--- config.mk ---
export PLATFORM = sky130hd
export DESIGN_NAME = exa_crosb_input_vc_arbiter
export DESIGN_NICKNAME = d
export VERILOG_FILES = /design/src/rtl/exa_crosb_input_vc_arbiter.sv
export SDC_FILE = /design/constraint.sdc
export NUM_CORES = 1
export LEC_CHECK = 0
export BUFFER_PORTS_ARGS = -buffer_cell sky130_fd_sc_hd__buf_2
export CORE_ASPECT_RATIO = 1.5
export CORE_UTILIZATION = 49
export DETAILED_ROUTE_END_ITERATION = 16
export PLACE_DENSITY = 0.82
export RECOVER_POWER = 100
export SYNTH_ARGS = -nofsm -noshare
export SYNTH_HDL_FRONTEND = slang
export SYNTH_SLANG_ARGS = --single-unit
export TNS_END_PERCENT = 30
--- constraint.sdc ---
create_clock -name M_ACLK -period 1.93 [get_ports M_ACLK]
set_clock_uncertainty 0.1 [all_clocks]
set_input_delay 0.4825 -clock M_ACLK [delete_from_list [all_inputs] [get_ports M_ACLK]]
set_output_delay 0.4825 -clock M_ACLK [all_outputs]
set_load 0.005 [all_outputs]
--- src/rtl/exa_crosb_input_vc_arbiter.sv ---
// rtl/exa_crosb_input_vc_arbiter.sv - per-input-port VC scheduler for the crossbar e2s stage
module exa_crosb_input_vc_arbiter #(
    parameter int prio_num     = 2,
    parameter int vc_num       = 2,
    parameter int output_num   = 4,
    parameter int STARVE_LIMIT = 8,
    localparam int PV          = prio_num * vc_num,
    localparam int logVcPrio   = (PV > 1) ? $clog2(PV) : 1,
    localparam int logOutput   = (output_num > 1) ? $clog2(output_num) : 1,
    localparam int logPrio     = (prio_num > 1) ? $clog2(prio_num) : 1
) (
    input  logic                           M_ACLK,
    input  logic                           M_ARESETN,
    input  logic [PV-1:0]                  i_has_packet,
    input  logic [PV*logOutput-1:0]        i_dests,
    input  logic [PV*logVcPrio-1:0]        i_output_vc,
    input  logic [output_num*PV-1:0]       i_out_vc_avail,
    input  logic                           i_tready,
    input  logic                           i_tlast,
    output logic [logVcPrio-1:0]           o_selected_vc,
    output logic                           o_cts,
    output logic                           o_busy,
    output logic [logPrio-1:0]             o_grant_prio
);

    localparam int LOG_VC   = (vc_num > 1) ? $clog2(vc_num) : 1;
    localparam int AVAIL_W  = (output_num * PV > 1) ? $clog2(output_num * PV) : 1;
    localparam int STARVE_W = (STARVE_LIMIT > 0) ? $clog2(STARVE_LIMIT + 1) : 1;
    localparam logic [STARVE_W-1:0] STARVE_MAX = STARVE_W'(STARVE_LIMIT);

    typedef enum logic {
        IDLE = 1'b0,
        XFER = 1'b1
    } state_t;

    state_t              state_q, state_d;
    logic [logVcPrio-1:0] sel_q, sel_d;
    logic [logPrio-1:0]   prio_q, prio_d;
    logic [LOG_VC-1:0]    ptr_q [prio_num];
    logic [LOG_VC-1:0]    ptr_d [prio_num];
    logic [STARVE_W-1:0]  starve_q, starve_d;

    // Eligibility and its per-class view
    logic [PV-1:0]        eligible;
    logic [logOutput-1:0] head_dest;
    logic [logVcPrio-1:0] head_ovc;
    logic [AVAIL_W-1:0]   avail_idx;
    logic [vc_num-1:0]    elig_cls [prio_num];
    logic [prio_num-1:0]  class_any;

    // Pick results
    logic [logPrio-1:0]   top_cls;
    logic [logPrio-1:0]   low_cls;
    logic                 low_found;
    logic                 starve_fire;
    logic [logPrio-1:0]   pick_cls;
    logic [vc_num-1:0]    cls_vec;
    logic [LOG_VC-1:0]    win_i;
    logic [LOG_VC-1:0]    cand;
    logic                 win_found;
    logic [logVcPrio-1:0] win_vc;
    logic [STARVE_W-1:0]  starve_upd;

    // A VC is eligible when its FIFO holds a packet and the head's target output VC has room
    always_comb begin
        eligible  = '0;
        head_dest = '0;
        head_ovc  = '0;
        avail_idx = '0;
        for (int v = 0; v < PV; v++) begin
            head_dest   = i_dests[v*logOutput +: logOutput];
            head_ovc    = i_output_vc[v*logVcPrio +: logVcPrio];
            avail_idx   = AVAIL_W'(head_dest) * AVAIL_W'(PV) + AVAIL_W'(head_ovc);
            eligible[v] = i_has_packet[v] & i_out_vc_avail[avail_idx];
        end
    end

    // Regroup eligibility by priority class so the round-robin can index one class
    always_comb begin
        elig_cls  = '{default: '0};
        class_any = '0;
        for (int j = 0; j < prio_num; j++) begin
            for (int i = 0; i < vc_num; i++) begin
                elig_cls[j][i] = eligible[j*vc_num + i];
            end
            class_any[j] = |elig_cls[j];
        end
    end

    // Winner selection: highest class unless the starvation guard hands the slot down
    always_comb begin
        top_cls   = '0;
        low_cls   = '0;
        low_found = 1'b0;
        for (int j = 0; j < prio_num; j++) begin
            if (class_any[j]) begin
                top_cls = logPrio'(j);
            end
        end
        // Highest eligible class strictly below the top one
        for (int j = 0; j < prio_num; j++) begin
            if (class_any[j] && (logPrio'(j) < top_cls)) begin
                low_cls   = logPrio'(j);
                low_found = 1'b1;
            end
        end

        starve_fire = (STARVE_LIMIT != 0) && (starve_q == STARVE_MAX) && low_found;
        pick_cls    = starve_fire ? low_cls : top_cls;
        cls_vec     = elig_cls[pick_cls];

        // Round-robin: first eligible VC after the class pointer, wrapping around
        win_i     = ptr_q[pick_cls];
        win_found = 1'b0;
        cand      = '0;
        for (int k = 1; k <= vc_num; k++) begin
            cand = LOG_VC'((int'(ptr_q[pick_cls]) + k) % vc_num);
            if (!win_found && cls_vec[cand]) begin
                win_i     = cand;
                win_found = 1'b1;
            end
        end
        win_vc = logVcPrio'(int'(pick_cls) * vc_num + int'(win_i));

        // Count consecutive top-class grants that bypassed a waiting lower class
        if ((pick_cls == top_cls) && low_found) begin
            starve_upd = (starve_q == STARVE_MAX) ? starve_q : starve_q + STARVE_W'(1);
        end else begin
            starve_upd = '0;
        end
    end

    // Next-state logic: grant from IDLE, release the port on the last-beat handshake
    always_comb begin
        state_d  = state_q;
        sel_d    = sel_q;
        prio_d   = prio_q;
        ptr_d    = ptr_q;
        starve_d = starve_q;
        case (state_q)
            IDLE: begin
                if (|eligible) begin
                    state_d         = XFER;
                    sel_d           = win_vc;
                    prio_d          = pick_cls;
                    ptr_d[pick_cls] = win_i;
                    starve_d        = starve_upd;
                end
            end
            XFER: begin
                if (o_cts && i_tlast) begin
                    state_d = IDLE;
                end
            end
            default: state_d = IDLE;
        endcase
    end

    // State, selection, round-robin pointers and starvation counter
    always_ff @(posedge M_ACLK or negedge M_ARESETN) begin
        if (!M_ARESETN) begin
            state_q  <= IDLE;
            sel_q    <= '0;
            prio_q   <= '0;
            ptr_q    <= '{default: '0};
            starve_q <= '0;
        end else begin
            state_q  <= state_d;
            sel_q    <= sel_d;
            prio_q   <= prio_d;
            ptr_q    <= ptr_d;
            starve_q <= starve_d;
        end
    end

    // Dequeue strobe is the beat handshake; an empty FIFO simply stalls the packet
    assign o_busy        = (state_q == XFER);
    assign o_cts         = o_busy & i_has_packet[sel_q] & i_tready;
    assign o_selected_vc = sel_q;
    assign o_grant_prio  = prio_q;

endmodule

Word-level counts from Yosys, hierarchy flattened
Cells that the tools add are included.
{ "word_totals": {"in_bits": 40, "output_inout_bits": 5, "register_bits": 10} }
{ "classes": {"addsub": 8, "eq_ne": 3, "n_reduce_logical": 13, "n_bitwise": 8, "n_lt_le_gt_ge": 11, "mux": 36} }
{ "op_table": {"columns": ["cell", "count"], "rows": [
  ["$mux 1", 23],
  ["$lt 4x5->1 const B", 4],
  ["$add 4x2->4", 4],
  ["$bmux 1 s4", 4],
  ["$mux 4", 2],
  ["$logic_and 1x1->1", 7],
  ["$and 1x1->1", 6],
  ["$mux 2", 3],
  ["$add 4x1->4 const B", 1],
  ["$eq 4x4->1 const B", 1],
  ["$lt 1x2->1 const B", 2],
  ["$reduce_or 2->1", 2],
  ["$reduce_or 4->1", 1],
  ["$lt 2x3->1 const B", 1],
  ["$reduce_and 3->1", 1],
  ["$add 1x1->1 const B", 2],
  ["$add 2x1->2", 1],
  ["$bmux 1 s2", 1],
  ["$bwmux 2", 1],
  ["$ge 2x2->1 const B", 1],
  ["$lt 1x1->1 const A", 2],
  ["$lt 2x1->1 const B", 1],
  ["$ne 2x2->1 const B", 1],
  ["$not 1->2", 1],
  ["other kinds (6)", 6]
]} }

Logic depth before layout (Yosys ltp)
{ "depth": {"word_depth": 24, "mapped_depth": 8, "depth_no_buf": 7} }

Worst setup path before layout
Ideal clock, no wire load.
{ "synth_timing": {"path_kind": "input-to-reg", "start": "input i_output_vc[0]", "end": "register ptr_q[1] in the netlist's numbering", "path_slack_ns": -0.878, "t_arrival_ns": 2.583, "stages": 8, "cell_sequence": "buf_6 mux4_2 nand2b_1 and4b_1 a41o_4 o41ai_4 o21ba_1 mux2_4"} }
{ "synth_via": {"elab_chain_cells": 22} }
{ "synth_rtl": {"columns": ["element", "line_no", "text"], "rows": [
  ["from (decl)", "16", "input logic [PV*logVcPrio-1:0] i_output_vc,"],
  ["$add 4x2->4 *", "73", "avail_idx = AVAIL_W'(head_dest) * AVAIL_W'(PV) + AVAIL_W'(head_ovc);"],
  ["$bmux 1 s4 *", "74", "eligible[v] = i_has_packet[v] & i_out_vc_avail[avail_idx];"],
  ["$mux 1 (implied by the code) *", "74", null],
  ["$and 1x1->1 *", "74", null],
  ["$reduce_or 2->1", "86", "class_any[j] = |elig_cls[j];"],
  ["$logic_and 1x1->1", "102", "if (class_any[j] && (logPrio'(j) < top_cls)) begin"],
  ["$mux 1 (2 in series)", "102", null],
  ["$logic_and 1x1->1", "108", "starve_fire = (STARVE_LIMIT != 0) && (starve_q == STARVE_MAX) && low_found;"],
  ["[2 not listed]", null, null],
  ["$mux 1 (implied by the code) (3 in series)", "113, 117", null],
  ["$add 1x1->1", "117", "cand = LOG_VC'((int'(ptr_q[pick_cls]) + k) % vc_num);"],
  ["$mux 1 (implied by the code) (2 in series)", "118", "if (!win_found && cls_vec[cand]) begin"],
  ["$mux 1", "118", null],
  ["$logic_not 1->1", "118", null],
  ["$logic_and 1x1->1", "118", null],
  ["$mux 1", "118", null],
  ["$bwmux 2", "146", "ptr_d[pick_cls] = win_i;"],
  ["to (signal assigned)", "171", "ptr_q <= ptr_d;"],
  ["to (decl)", "39", "logic [LOG_VC-1:0] ptr_q [prio_num];"]
]} }
Every way passes the cells marked *; elsewhere a longest branch is shown, timed or not. The select of a mux whose other input is x is not followed.
A chain may end at the register's enable or synchronous reset.

Final worst setup path
{ "layout_timing": {"start": "input i_output_vc[2]", "end": "register ptr_q[1] in the netlist's numbering"} }
Same word-level chain as after synthesis.

==> run_results.csv <==
group,metric,value,unit
finish,sequential_cell_area,225,µm²
synth,synthesis.instances,120,
finish,antenna_cells,0,
synth,synth_edf_count,0,
sta,worst_slew_margin_rel,0.629,
routing,dr.pass1.iters,4,
floorplanning,number_of_ports_placed_on_the_die_boundary,45,
sta,worst_pin_slew,0.556,ns
routing,remaining_drc_errors,0,
global_route,grt_first_pass_wirelength,6420,µm
power,power.density,695,mW/mm²
sta,finalSetupTns,-2.91,ns
finish,fin_cells,217,
global_route,global_route.usage.total,0.327,
clock_network,clk_transition_reported_paths,0.06,ns
synth,synthTopCellsByArea,"dfrtp_1 19%, mux2i_1 14%, mux4_2 13%",
placed_design,post-dp-hpwl,3110,µm
finish,drive_above_1_share,0.521,
synth,post_synth_num_cell_types,43,
routing,dr_total_vias,1367,
routing,drt_iter0_drc,70,
sta,final-max-slew-violation-count,0,
clock_network,clock_sink_count,9,
placed_design,dp_cells,209,
run_status,violations,"negative setup slack",
finish,fin_util,0.781,
routing,avgViaCountPerCell,6.30,
sta,maxClockFrequency,418,MHz
synth,syn_area_per_cell,9.79,µm²
finish,p_r_area_growth_vs_syn,50.2,%
placed_design,numPortBuffers,44,
synth,synth.top_cell.area_share,0.192,
global_route,first_global_vias,1482,
global_route,antenna_found_initial,0,
power,p_leak,0.846,nW
clock_network,tritoncts,"yes",
floorplanning,core_area,0.00226,mm²
run_status,run_status,"finished, violations left",
placed_design,gp_congestion,0.882,
sta,layout_min_cycle_time,2.39,ns
synth,synth.yosys.warnings,0,
synth,synth_top_cells_by_count,"17 x mux2i_1, 12 x nor2_1, 9 x dfrtp_1, 9 x nand2_1, 7 x mux4_2",
setup_path,critPathRequiredTime,1.99,ns
global_route,overflow,0,
placed_design,pre_cts_slack,-0.884,ns
clock_network,ctsLongestPathBuffers,2,
synth,async_reset_ff_frac,1.00,
synth,synth_top_flop_cell,"dfrtp_1",
clock_network,clock_latency,0.27,ns
clock_network,clock_tree.root_cell,"clkbuf_4",
setup_path,criticalPathCategory,"in2reg",
routing,totalWireLength,4120,µm
clock_network,count_of_h_tree_levels_built_during_cts,1,
routing,post_route_ant_nets,0,
global_route,grt_max_degree,10,
power,design_power_total,1.23,mW
power,largest_voltage_drop_on_the_vdd_net,0.660,mV
routing,wl_per_cell,19.0,µm
synth,synth_largest_area_cell,"dfrtp_1",
floorplanning,die_width,42.0,µm
sta,timing.final.ws_setup,-0.462,ns
synth,synth_most_common_cell,"mux2i_1",
hold_path,holdCritPathClass,"in2reg",
floorplanning,dieArea,0.00260,mm²
synth,syn_area,0.00117,mm²
setup_path,endpoint_kind,"flop",
run,cap_violations,0,
setup_path,crit_arrival,2.45,ns
finish,multi_input_comb_area,976,µm²
synth,synth_sequential_area_ratio,0.192,
synth,ys_seq_elements,9,
sta,final_hold_viol_count,0,
floorplanning,core.rowCount,21,
sta,final-setup-viol-count,9,
setup_path,critical_path.startpoint_type,"input pin",
floorplanning,effective_utilization_at_floorplan,0.520,
finish,net_count_of_the_finished_layout,237,
setup_path,cp_max_fo,4,
finish,fillers,146,
sta,period_share,1.24,
clock_network,cts_made_buffers,3,
floorplanning,fp.dieH,62.0,µm
synth,synthesized_net_count,162,
sta,grt_setup_unrepaired,"true",
==> per-stage QoR <==
step / cell area (µm²) / hold slack [ns]
floorplan: 1190 / 0.0869
global placement: 1600 / 0.240
detailed placement: 1600 / 0.246
CTS: 1740 / 0.374
global route: 1760 / 0.421
finish: 1760 / 0.383
==> final cells by class <==
cell class | instances | share of cell area
Timing Repair Buffer | 75 | 0.275
Multi-Input combinational cell | 100 | 0.553
Tap cell | 23 | 0.0163
Sequential cell | 9 | 0.128
Inverter | 6 | 0.0128
Clock buffer | 4 | 0.0149
==> timing repair <==
action,CTS,global route
buffers inserted,3,0
hold endpoints to repair,9,0
cloned,0,0
hold buffers,1,0
setup endpoints to repair,10,10
resized for setup,18,7
pin swaps,5,1
==> kinds of logic after synthesis <==
logic type      count (synthesis)  synth area share
mux                            27             0.324
flops                           9             0.192
compound gates                 31             0.242
buf+inv                        11            0.0469
fa+ha+maj                       2            0.0213
simple gates                   40             0.175
==> critical path, cell delays in order <==
cell and delay (ns):
buf_6 0.10, mux4_2 0.50, o211ai_1 0.31, o41ai_4 0.17
buf_4 0.19, o21a_1 0.20, o21ba_4 0.20, mux2_4 0.29
==> flip-flops by register name, summed over array words and instances, names as in the netlist <==
register / cells
starve_q: 4
o_selected_vc: 2
ptr_q: 2
o_busy: 1
==> cells in the final DEF (no fill, tap or decap), types with 3 or more instances in the layout <==
cell      instances
nand2_1           9
buf_4            30
clkbuf_4          3
inv_1             6
buf_2            35
clkbuf_1          5
nor2b_1           5
mux2i_1          17
nor2_1           10
dfrtp_1           9
mux4_2            7
buf_6             4
a22oi_1           6
==> report_power, final <==
| group | internal, mW | leakage (nW) | switching (mW) | total, mW |
|---|---|---|---|---|
| combinational | 0.374 | 0.720 | 0.317 | 0.691 |
| sequential | 0.270 | 0.111 | 0.113 | 0.383 |
| clock | 0.0801 | 0.0150 | 0.0727 | 0.153 |
| total | 0.725 | 0.846 | 0.502 | 1.23 |
==> final timing paths <==
path | depth (start not counted) | slack, ns | start | endpoint
setup / recovery | 8 | -0.46 | i_output_vc[2] | ptr_q[1]
hold / removal | 4 | 0.38 | i_tlast | o_busy
setup reg to reg | 7 | 0.22 | starve_q[0] | ptr_q[1]
hold reg to reg | 2 | 0.41 | ptr_q[0] | ptr_q[0]
max in group asynchronous | 2 | 0.76 | M_ARESETN | starve_q[3]
min in group asynchronous | 2 | 0.60 | M_ARESETN | o_busy
==> layer usage <==
| metal | vias up | GRT usage | routed length (µm) |
|---|---|---|---|
| met2 | 52 | 0.672 | 2400 |
| met4 | 0 | 0.212 | 151 |
| met1 | 674 | 0.315 | 1430 |
| met3 | 16 | 0.0202 | 129 |
| met5 | - | 0 | 0 |
| li1 | 625 | - | - |
No activity file was read; power rests on OpenSTA's default activity.
